## config.mk

```make
export PLATFORM = sky130hd
export DESIGN_NAME = alu_mdu
export DESIGN_NICKNAME = d
export VERILOG_FILES = /design/src/rtl/alu_mdu.sv
export SDC_FILE = /design/constraint.sdc
export NUM_CORES = 1
export LEC_CHECK = 0
export CORE_ASPECT_RATIO = 1.25
export CORE_MARGIN = 2
export CORE_UTILIZATION = 39
export DETAILED_ROUTE_END_ITERATION = 8
export PLACE_DENSITY_LB_ADDON = 0.05
export RECOVER_POWER = 50
export REMOVE_ABC_BUFFERS = 1
export SKIP_CTS_REPAIR_TIMING = 1
export SLEW_MARGIN = 20
export SYNTH_ARGS = -nofsm -noshare
export SYNTH_HDL_FRONTEND = slang
export SYNTH_SLANG_ARGS = --single-unit
```

## constraint.sdc

```tcl
create_clock -name clk -period 6.85 [get_ports clk]
set_input_delay 1.37 -clock clk [delete_from_list [all_inputs] [get_ports clk]]
set_output_delay 1.37 -clock clk [all_outputs]
set_load 0.01 [all_outputs]
```

## src/rtl/alu_mdu.sv

```systemverilog
// Multi-cycle ALU with iterative unsigned multiply (shift-add) and divide (restoring).
// Single-cycle ops complete in one clock; mul/mulhu/divu/remu take WIDTH+1 clocks.
module alu_mdu #(
  parameter int WIDTH   = 32,
  parameter int SHAMT_W = 5
) (
  input  logic               clk,
  input  logic               reset,
  input  logic               in_valid,
  output logic               in_ready,
  input  logic [WIDTH-1:0]   srca,
  input  logic [WIDTH-1:0]   srcb,
  input  logic [3:0]         alucontrol,
  input  logic [SHAMT_W-1:0] shamt,
  output logic               out_valid,
  input  logic               out_ready,
  output logic [WIDTH-1:0]   aluout,
  output logic               zero,
  output logic               illegal
);

  localparam logic [3:0] OP_ADD   = 4'b0000;
  localparam logic [3:0] OP_SLL   = 4'b0001;
  localparam logic [3:0] OP_SLT   = 4'b0010;
  localparam logic [3:0] OP_SLTU  = 4'b0011;
  localparam logic [3:0] OP_XOR   = 4'b0100;
  localparam logic [3:0] OP_SRL   = 4'b0101;
  localparam logic [3:0] OP_OR    = 4'b0110;
  localparam logic [3:0] OP_AND   = 4'b0111;
  localparam logic [3:0] OP_SUB   = 4'b1000;
  localparam logic [3:0] OP_MUL   = 4'b1001;
  localparam logic [3:0] OP_MULHU = 4'b1010;
  localparam logic [3:0] OP_DIVU  = 4'b1011;
  localparam logic [3:0] OP_REMU  = 4'b1100;
  localparam logic [3:0] OP_SRA   = 4'b1101;

  typedef enum logic [1:0] {IDLE, CALC, DONE} state_t;

  state_t               state, state_nxt;
  logic [3:0]           op_q;
  logic [WIDTH-1:0]     b_q;
  logic [2*WIDTH-1:0]   acc;
  logic [SHAMT_W-1:0]   cnt;

  logic                 accept, is_iter, is_div, div_zero, go_calc, op_q_div;
  logic [WIDTH-1:0]     alu_res, iter_res;
  logic                 alu_ill;
  logic [WIDTH:0]       mul_sum, div_shift, div_trial;
  logic [2*WIDTH-1:0]   mul_nxt, div_nxt, step_nxt;

  assign in_ready  = (state == IDLE);
  assign out_valid = (state == DONE);
  assign accept    = in_valid & in_ready;

  assign is_div   = (alucontrol == OP_DIVU) || (alucontrol == OP_REMU);
  assign is_iter  = is_div || (alucontrol == OP_MUL) || (alucontrol == OP_MULHU);
  assign div_zero = is_div && (srcb == '0);
  assign go_calc  = is_iter && !div_zero;

  always_ff @(posedge clk or posedge reset) begin
    if (reset) state <= IDLE;
    else       state <= state_nxt;
  end

  always_comb begin
    state_nxt = state;
    case (state)
      IDLE:    if (accept) state_nxt = go_calc ? CALC : DONE;
      CALC:    if (cnt == '0) state_nxt = DONE;
      DONE:    if (out_ready) state_nxt = IDLE;
      default: state_nxt = IDLE;
    endcase
  end

  // Single-cycle results; divide-by-zero is resolved here so it never enters CALC.
  always_comb begin
    alu_res = '0;
    alu_ill = 1'b0;
    case (alucontrol)
      OP_ADD:  alu_res = srca + srcb;
      OP_SUB:  alu_res = srca - srcb;
      OP_SLT:  alu_res = {{(WIDTH-1){1'b0}}, $signed(srca) < $signed(srcb)};
      OP_SLTU: alu_res = {{(WIDTH-1){1'b0}}, srca < srcb};
      OP_SLL:  alu_res = srca << shamt;
      OP_SRL:  alu_res = srca >> shamt;
      OP_SRA:  alu_res = $signed(srca) >>> shamt;
      OP_XOR:  alu_res = srca ^ srcb;
      OP_OR:   alu_res = srca | srcb;
      OP_AND:  alu_res = srca & srcb;
      OP_DIVU: alu_res = '1;
      OP_REMU: alu_res = srca;
      OP_MUL, OP_MULHU: alu_res = '0;
      default: alu_ill = 1'b1;
    endcase
  end

  // acc holds {hi, lo} for multiply and {remainder, quotient} for divide.
  always_comb begin
    mul_sum   = {1'b0, acc[2*WIDTH-1:WIDTH]} + (acc[0] ? {1'b0, b_q} : '0);
    mul_nxt   = {mul_sum, acc[WIDTH-1:1]};
    div_shift = acc[2*WIDTH-1:WIDTH-1];
    div_trial = div_shift - {1'b0, b_q};
    div_nxt   = div_trial[WIDTH] ? {div_shift[WIDTH-1:0], acc[WIDTH-2:0], 1'b0}
                                 : {div_trial[WIDTH-1:0], acc[WIDTH-2:0], 1'b1};
    op_q_div  = (op_q == OP_DIVU) || (op_q == OP_REMU);
    step_nxt  = op_q_div ? div_nxt : mul_nxt;
    iter_res  = ((op_q == OP_MULHU) || (op_q == OP_REMU)) ? step_nxt[2*WIDTH-1:WIDTH]
                                                          : step_nxt[WIDTH-1:0];
  end

  always_ff @(posedge clk or posedge reset) begin
    if (reset) begin
      op_q    <= '0;
      b_q     <= '0;
      acc     <= '0;
      cnt     <= '0;
      aluout  <= '0;
      zero    <= 1'b0;
      illegal <= 1'b0;
    end else begin
      case (state)
        IDLE: if (accept) begin
          op_q <= alucontrol;
          b_q  <= srcb;
          cnt  <= SHAMT_W'(WIDTH-1);
          if (go_calc) begin
            acc <= {{WIDTH{1'b0}}, srca};
          end else begin
            aluout  <= alu_res;
            zero    <= (alu_res == '0);
            illegal <= alu_ill;
          end
        end
        CALC: begin
          acc <= step_nxt;
          cnt <= cnt - 1'b1;
          if (cnt == '0) begin
            aluout  <= iter_res;
            zero    <= (iter_res == '0);
            illegal <= 1'b0;
          end
        end
        default: ;
      endcase
    end
  end

endmodule

```

After elaboration in Yosys (flattened, before gate mapping)
Index checks and enable logic that the tools add are counted.
- $add $sub $neg: 5
- order comparisons: 2
- equality and inequality tests: 23
- shift-type cells: 3
- muxes and demuxes: 28
- bitwise logic cells: 4
- reduce and logical (&&, ||, !) cells: 21
- operator list (operator ; count):
    $pmux W32 S12 ; 1
    $mux W64 ; 4
    $mux W32 ; 5
    $pmux W64 S2 ; 1
    $logic_not A32 Y1 ; 3
    $lt A32 B32 Y1 ; 2
    $pmux W32 S2 ; 1
    $eq A4 B4 Y1 const B ; 9
    $add A32 B32 Y33 ; 1
    $sub A33 B32 Y33 ; 1
    $add A32 B32 Y32 ; 1
    $and A32 B32 Y32 ; 1
    $or A32 B32 Y32 ; 1
    $shl A32 B5 Y32 ; 1
    $shr A32 B5 Y32 ; 1
    $sshr A32 B5 Y32 ; 1
    $sub A32 B32 Y32 ; 1
    $xor A32 B32 Y32 ; 1
    $eq A4 B3 Y1 const B ; 4
    $reduce_or A14 Y1 ; 1
    $pmux W5 S2 ; 1
    $eq A4 B2 Y1 const B ; 2
    $mux W2 ; 4
    $mux W1 ; 7
    other kinds (20) ; 31
- register bits after elaboration: 141
- input bits: 77
- word-level logic and storage cells: 94

Depth between registers and ports, before layout
- depth in word-level cells: 8
- gate-level depth with buffers: 19

Least setup slack after synthesis
Ideal clock, no wire load.
- kind: input -> register
- start: input srca[4]
- end: register zero
- library setup time: 74 ps
- arrival: 4728 ps
- required time: 6776 ps
- slack: 2048 ps
- cell stages on the path: 16
- buffers on the path: 2
- path through: clkbuf_1 -> inv_1 -> ha_1 -> clkbuf_1 -> inv_1 -> a221o_1 -> o2111a_1 -> o21ai_0 -> a2bb2oi_1 -> a2111o_1 -> or4_1 -> nor4_2 -> nand4_1 -> nor4_2 -> a32oi_1 -> o21ai_2
- longest elaborated chain between the ends: 6
- elaborated cells on any way between the ends: 15
- ends and longest elaborated chain (what ; line ; source):
    start, declared ; 11 ; input logic [WIDTH-1:0] srca,
    $sub A32 B32 Y32 (tied with other cells) ; 81 ; OP_SUB: alu_res = srca - srcb;
    $pmux W32 S12 (*) ; 79 ; case (alucontrol)
    $logic_not A32 Y1 (*) ; 130 ; zero <= (alu_res == '0);
    $mux W1 (*) ; 126 ; if (go_calc) begin
    $mux W1 (*) ; 122 ; IDLE: if (accept) begin
    $pmux W1 S2 (*) ; 121 ; case (state)
    end signal, assigned ; 130 ;
    end signal, assigned ; 139 ; zero <= (iter_res == '0);
    end, declared ; 18 ; output logic zero,
Mark *: on every way between the ends. The rest lies on a longest branch, timed or not. The select of a mux whose other input is x is not followed.
A chain may end at the register's enable or synchronous reset.

Final worst setup path
- start: input srcb[7]
- end: register zero
- longest elaborated chain between the ends: 6
- elaborated cells on any way between the ends: 18
- ends and longest elaborated chain (what ; line ; source):
    start, declared ; 12 ; input logic [WIDTH-1:0] srcb,
    $sub A32 B32 Y32 (tied with other cells) ; 81 ;
    $pmux W32 S12 / $logic_and A1 B1 Y1 (equally long branches) ; 79, 57 ;
    $logic_not A32 Y1 / $logic_not A1 Y1 (equally long branches) ; 130, 58 ;
    $mux W1 / $logic_and A1 B1 Y1 (equally long branches) ; 126, 58 ;
    $mux W1 / $ne A2 B2 Y1 (equally long branches) ; n/a ;
    $pmux W1 S2 / $reduce_and A4 Y1 (equally long branches) ; n/a ;
Several ways; a longest one is shown, not always the timed one. The select of a mux whose other input is x is not followed.

==> flow_metrics.tcl <==
set metrics [dict create \
    diodes 0 \
    crit_slowest_cell "clkdlybuf4s50_1" \
    clock_sinks 141 \
    drcViolationCount 0 \
    htree_levels 4 \
    ios 113 \
    fin_crit_sh 0.869 \
    p_per_area_nw_per_um2 357 \
    avgSynthCellArea_sq_um 7.52 \
    outcome "finished with violations" \
    die_area_sq_um 57600 \
    power_mw 8.67 \
    fin_tns_setup_ps 0 \
    critPathKind "in -> reg" \
    port-buffer-count 112 \
    min_period_ps 5950 \
    drv_slew 181 \
    tightest_slew_ps 4290 \
    synth.cell_area_sq_um 21700 \
    clk_path_buf_depth 2 \
    die_width_um 215 \
    wire_per_inst_um 30.6 \
    synthCells 2887 \
    viasPerCell 6.61 \
    r2r_start "acc[31]" \
    hold_path.class "reg -> reg" \
    hpwl_um 88700 \
    core-area_sq_um 55000 \
    die_h_um 268 \
    cts_tree "yes" \
    n_fill_cell 5762 \
    post-place-ws_ps 622 \
    cp-startpoint "srcb[7]" \
    critPathMaxFanout 11 \
    end_kind "flop" \
    grt_pass1_vias 23400 \
    critical-path-top-delay-family "compound AO/OA/AOI/OAI gates" \
    routabilityCongestion 1.01 \
    yosysWarnings 0 \
    async_reset_ff_frac 1.00 \
    wl_um 112000 \
    fmax_mhz 168 \
    grt_pass1_wl_um 162000 \
    ys_ff_latch 141 \
    track_usage 0.381 \
    cp_data_arrival_time_ps 6330 \
    start_kind "input port" \
    dr.pass1.iters 7 \
    finalClockSkew_ps 15.9 \
    setup_viol 0 \
    nets 3169 \
    max_stage_delay_ps 820 \
    vias 24200 \
    finalHoldViolations 0 \
    drv_cap 3 \
    yosysUniqueCellTypes 108 \
    synth_edf_count 0 \
    cp.required_ps 7220 \
    peakVddDrop_mv 0.312 \
    gr-total-overflow 0 \
    ant_nets 0 \
    setup_ws_ps 897 \
    worstPathCellList "clkdlybuf4s50_1 > inv_1 > ha_1 > and3_1 > a221oi_1 > o211ai_1 > a21oi_1 > o32ai_1 > mux2_2 > a211oi_1 > nand4_1 > nor4_1 > and4bb_1 > a32oi_1 > o21ai_2" \
    root_buffer "clkbuf_16" \
    grt_max_degree 88 \
    seq_area_frac_synth 0.163 \
    violations "capacitance limit, slew limit" \
    antenna_found_initial 1 \
    min-delay-start "aluout[20]" \
    multi_input_area_sq_um 16600 \
    maxSlewHeadroom -1.88 \
    ys.flop_type "dfrtp_1" \
    syn2layout_area_growth_pct 12.0 \
    start_util 0.395 \
    drive_gt1_frac 0.108 \
    rsz0062_at_grt "false" \
    clk_latency_ps 450 \
    cts.clk_slew.worst_paths_ps 70 \
    power.leakage_nw 10.5 \
    rows 96 \
    drt_iter0_drc 2508 \
    numCtsBuffers 17 \
    ff_latch_area_sq_um 3530 \
    crit_buf_inv 2 \
]
synth_stat cells (all sizes together), types with 8 or more instances:
cell / count / share of area
a32oi: 9 / 0.0036
nand4: 33 / 0.0098
ha: 169 / 0.097
o21a: 20 / 0.0069
a21o: 50 / 0.017
xnor2: 47 / 0.019
mux2: 34 / 0.018
nand2: 359 / 0.062
a221oi: 19 / 0.0077
a21oi: 242 / 0.056
o221ai: 13 / 0.0052
or2: 9 / 0.0026
buf: 64 / 0.017
a22oi: 27 / 0.0093
and3: 19 / 0.0055
a211oi: 46 / 0.016
inv: 155 / 0.027
o311ai: 13 / 0.0052
nor2: 201 / 0.035
or3: 15 / 0.0046
a2111oi: 19 / 0.0080
nand2b: 19 / 0.0055
nor2b: 29 / 0.0084
a32o: 12 / 0.0055
o211ai: 39 / 0.013
o31ai: 19 / 0.0066
mux2i: 106 / 0.049
nor4b: 8 / 0.0035
a31oi: 33 / 0.0095
o21ai: 253 / 0.059
o2111ai: 18 / 0.0073
o21bai: 17 / 0.0059
nor4: 29 / 0.0089
o22ai: 21 / 0.0063
dfrtp: 141 / 0.16
a211o: 13 / 0.0053
and2: 55 / 0.016
xor2: 25 / 0.010
mux4: 63 / 0.066
nand3: 65 / 0.015
a31o: 9 / 0.0036
nor3: 53 / 0.013
a2bb2oi: 9 / 0.0039
clkbuf: 171 / 0.033
per-layer routing:
metal | up-vias | track usage | share of wire
met1 | 11900 | 0.454 | 0.39
met4 | 2 | 0.266 | 0.080
li1 | 10700 | - | -
met5 | - | 0 | 0.00012
met2 | 1262 | 0.644 | 0.47
met3 | 331 | 0.0450 | 0.064
cell type report:
| class | instances | area share |
|---|---|---|
| multi-input combinational | 2355 | 0.681 |
| timing repair buffer | 248 | 0.0876 |
| clock inverter | 14 | 0.00607 |
| sequential | 141 | 0.145 |
| clock buffer | 18 | 0.0181 |
| inverter | 156 | 0.0241 |
| tap | 735 | 0.0378 |
per-stage QoR:
step	cells	util	area [sq um]	hold WS (ps)
after CTS	3667	0.442	24300	491
after global placement	3635	0.431	23700	467
after global routing	3667	0.442	24300	488
after floorplan	2652	-	20600	470
after detailed placement	3635	0.431	23700	474
final	3667	0.442	24300	482
final timing paths:
kind / slack, ps / end / depth (start not counted)
worst min-delay path: 480 / aluout[20] / 1
worst min register to register: 480 / aluout[20] / 1
worst max register to register: 1450 / zero / 17
max in group asynchronous: 1920 / acc[15] / 3
min in group asynchronous: 2670 / aluout[30] / 2
worst max-delay path: 900 / zero / 15
layout by cell type, fill, tap and decap left out, drive strengths merged, types with 55 or more instances in the layout:
| master | synthesis | layout |
|---|---|---|
| ha | 169 | 169 |
| buf | 64 | 139 |
| and2 | 55 | 55 |
| mux2i | 106 | 106 |
| o21ai | 253 | 253 |
| mux4 | 63 | 63 |
| nand3 | 65 | 65 |
| a21oi | 242 | 242 |
| inv | 155 | 163 |
| nand2 | 359 | 359 |
| clkdlybuf4s50 | 0 | 69 |
| dfrtp | 141 | 141 |
| nor2 | 201 | 201 |
state kept, by name, summed over array words and instances, names as in the netlist:
signal	flops
illegal	1
acc	64
aluout	32
cnt	5
state	2
op_q	4
b_q	32
zero	1
cells by family (layout without fill, tap and decap cells):
| group | Yosys count | in the layout | share of synthesized area |
|---|---|---|---|
| muxes | 203 | 203 | 0.132 |
| DFF | 141 | 141 | 0.163 |
| xor gates and xnor gates | 72 | 72 | 0.0291 |
| and+or+nand+nor | 932 | 932 | 0.204 |
| AOI/OAI and AO/OA | 975 | 975 | 0.293 |
| adders and majority gates | 173 | 173 | 0.101 |
| buffers and inverters | 391 | 436 | 0.0773 |
power breakdown:
part	switching, mW	internal, mW
clock network	0.457	0.525
registers	0.330	1.20
logic	3.98	2.19
(Power assumes the default switching activity.)
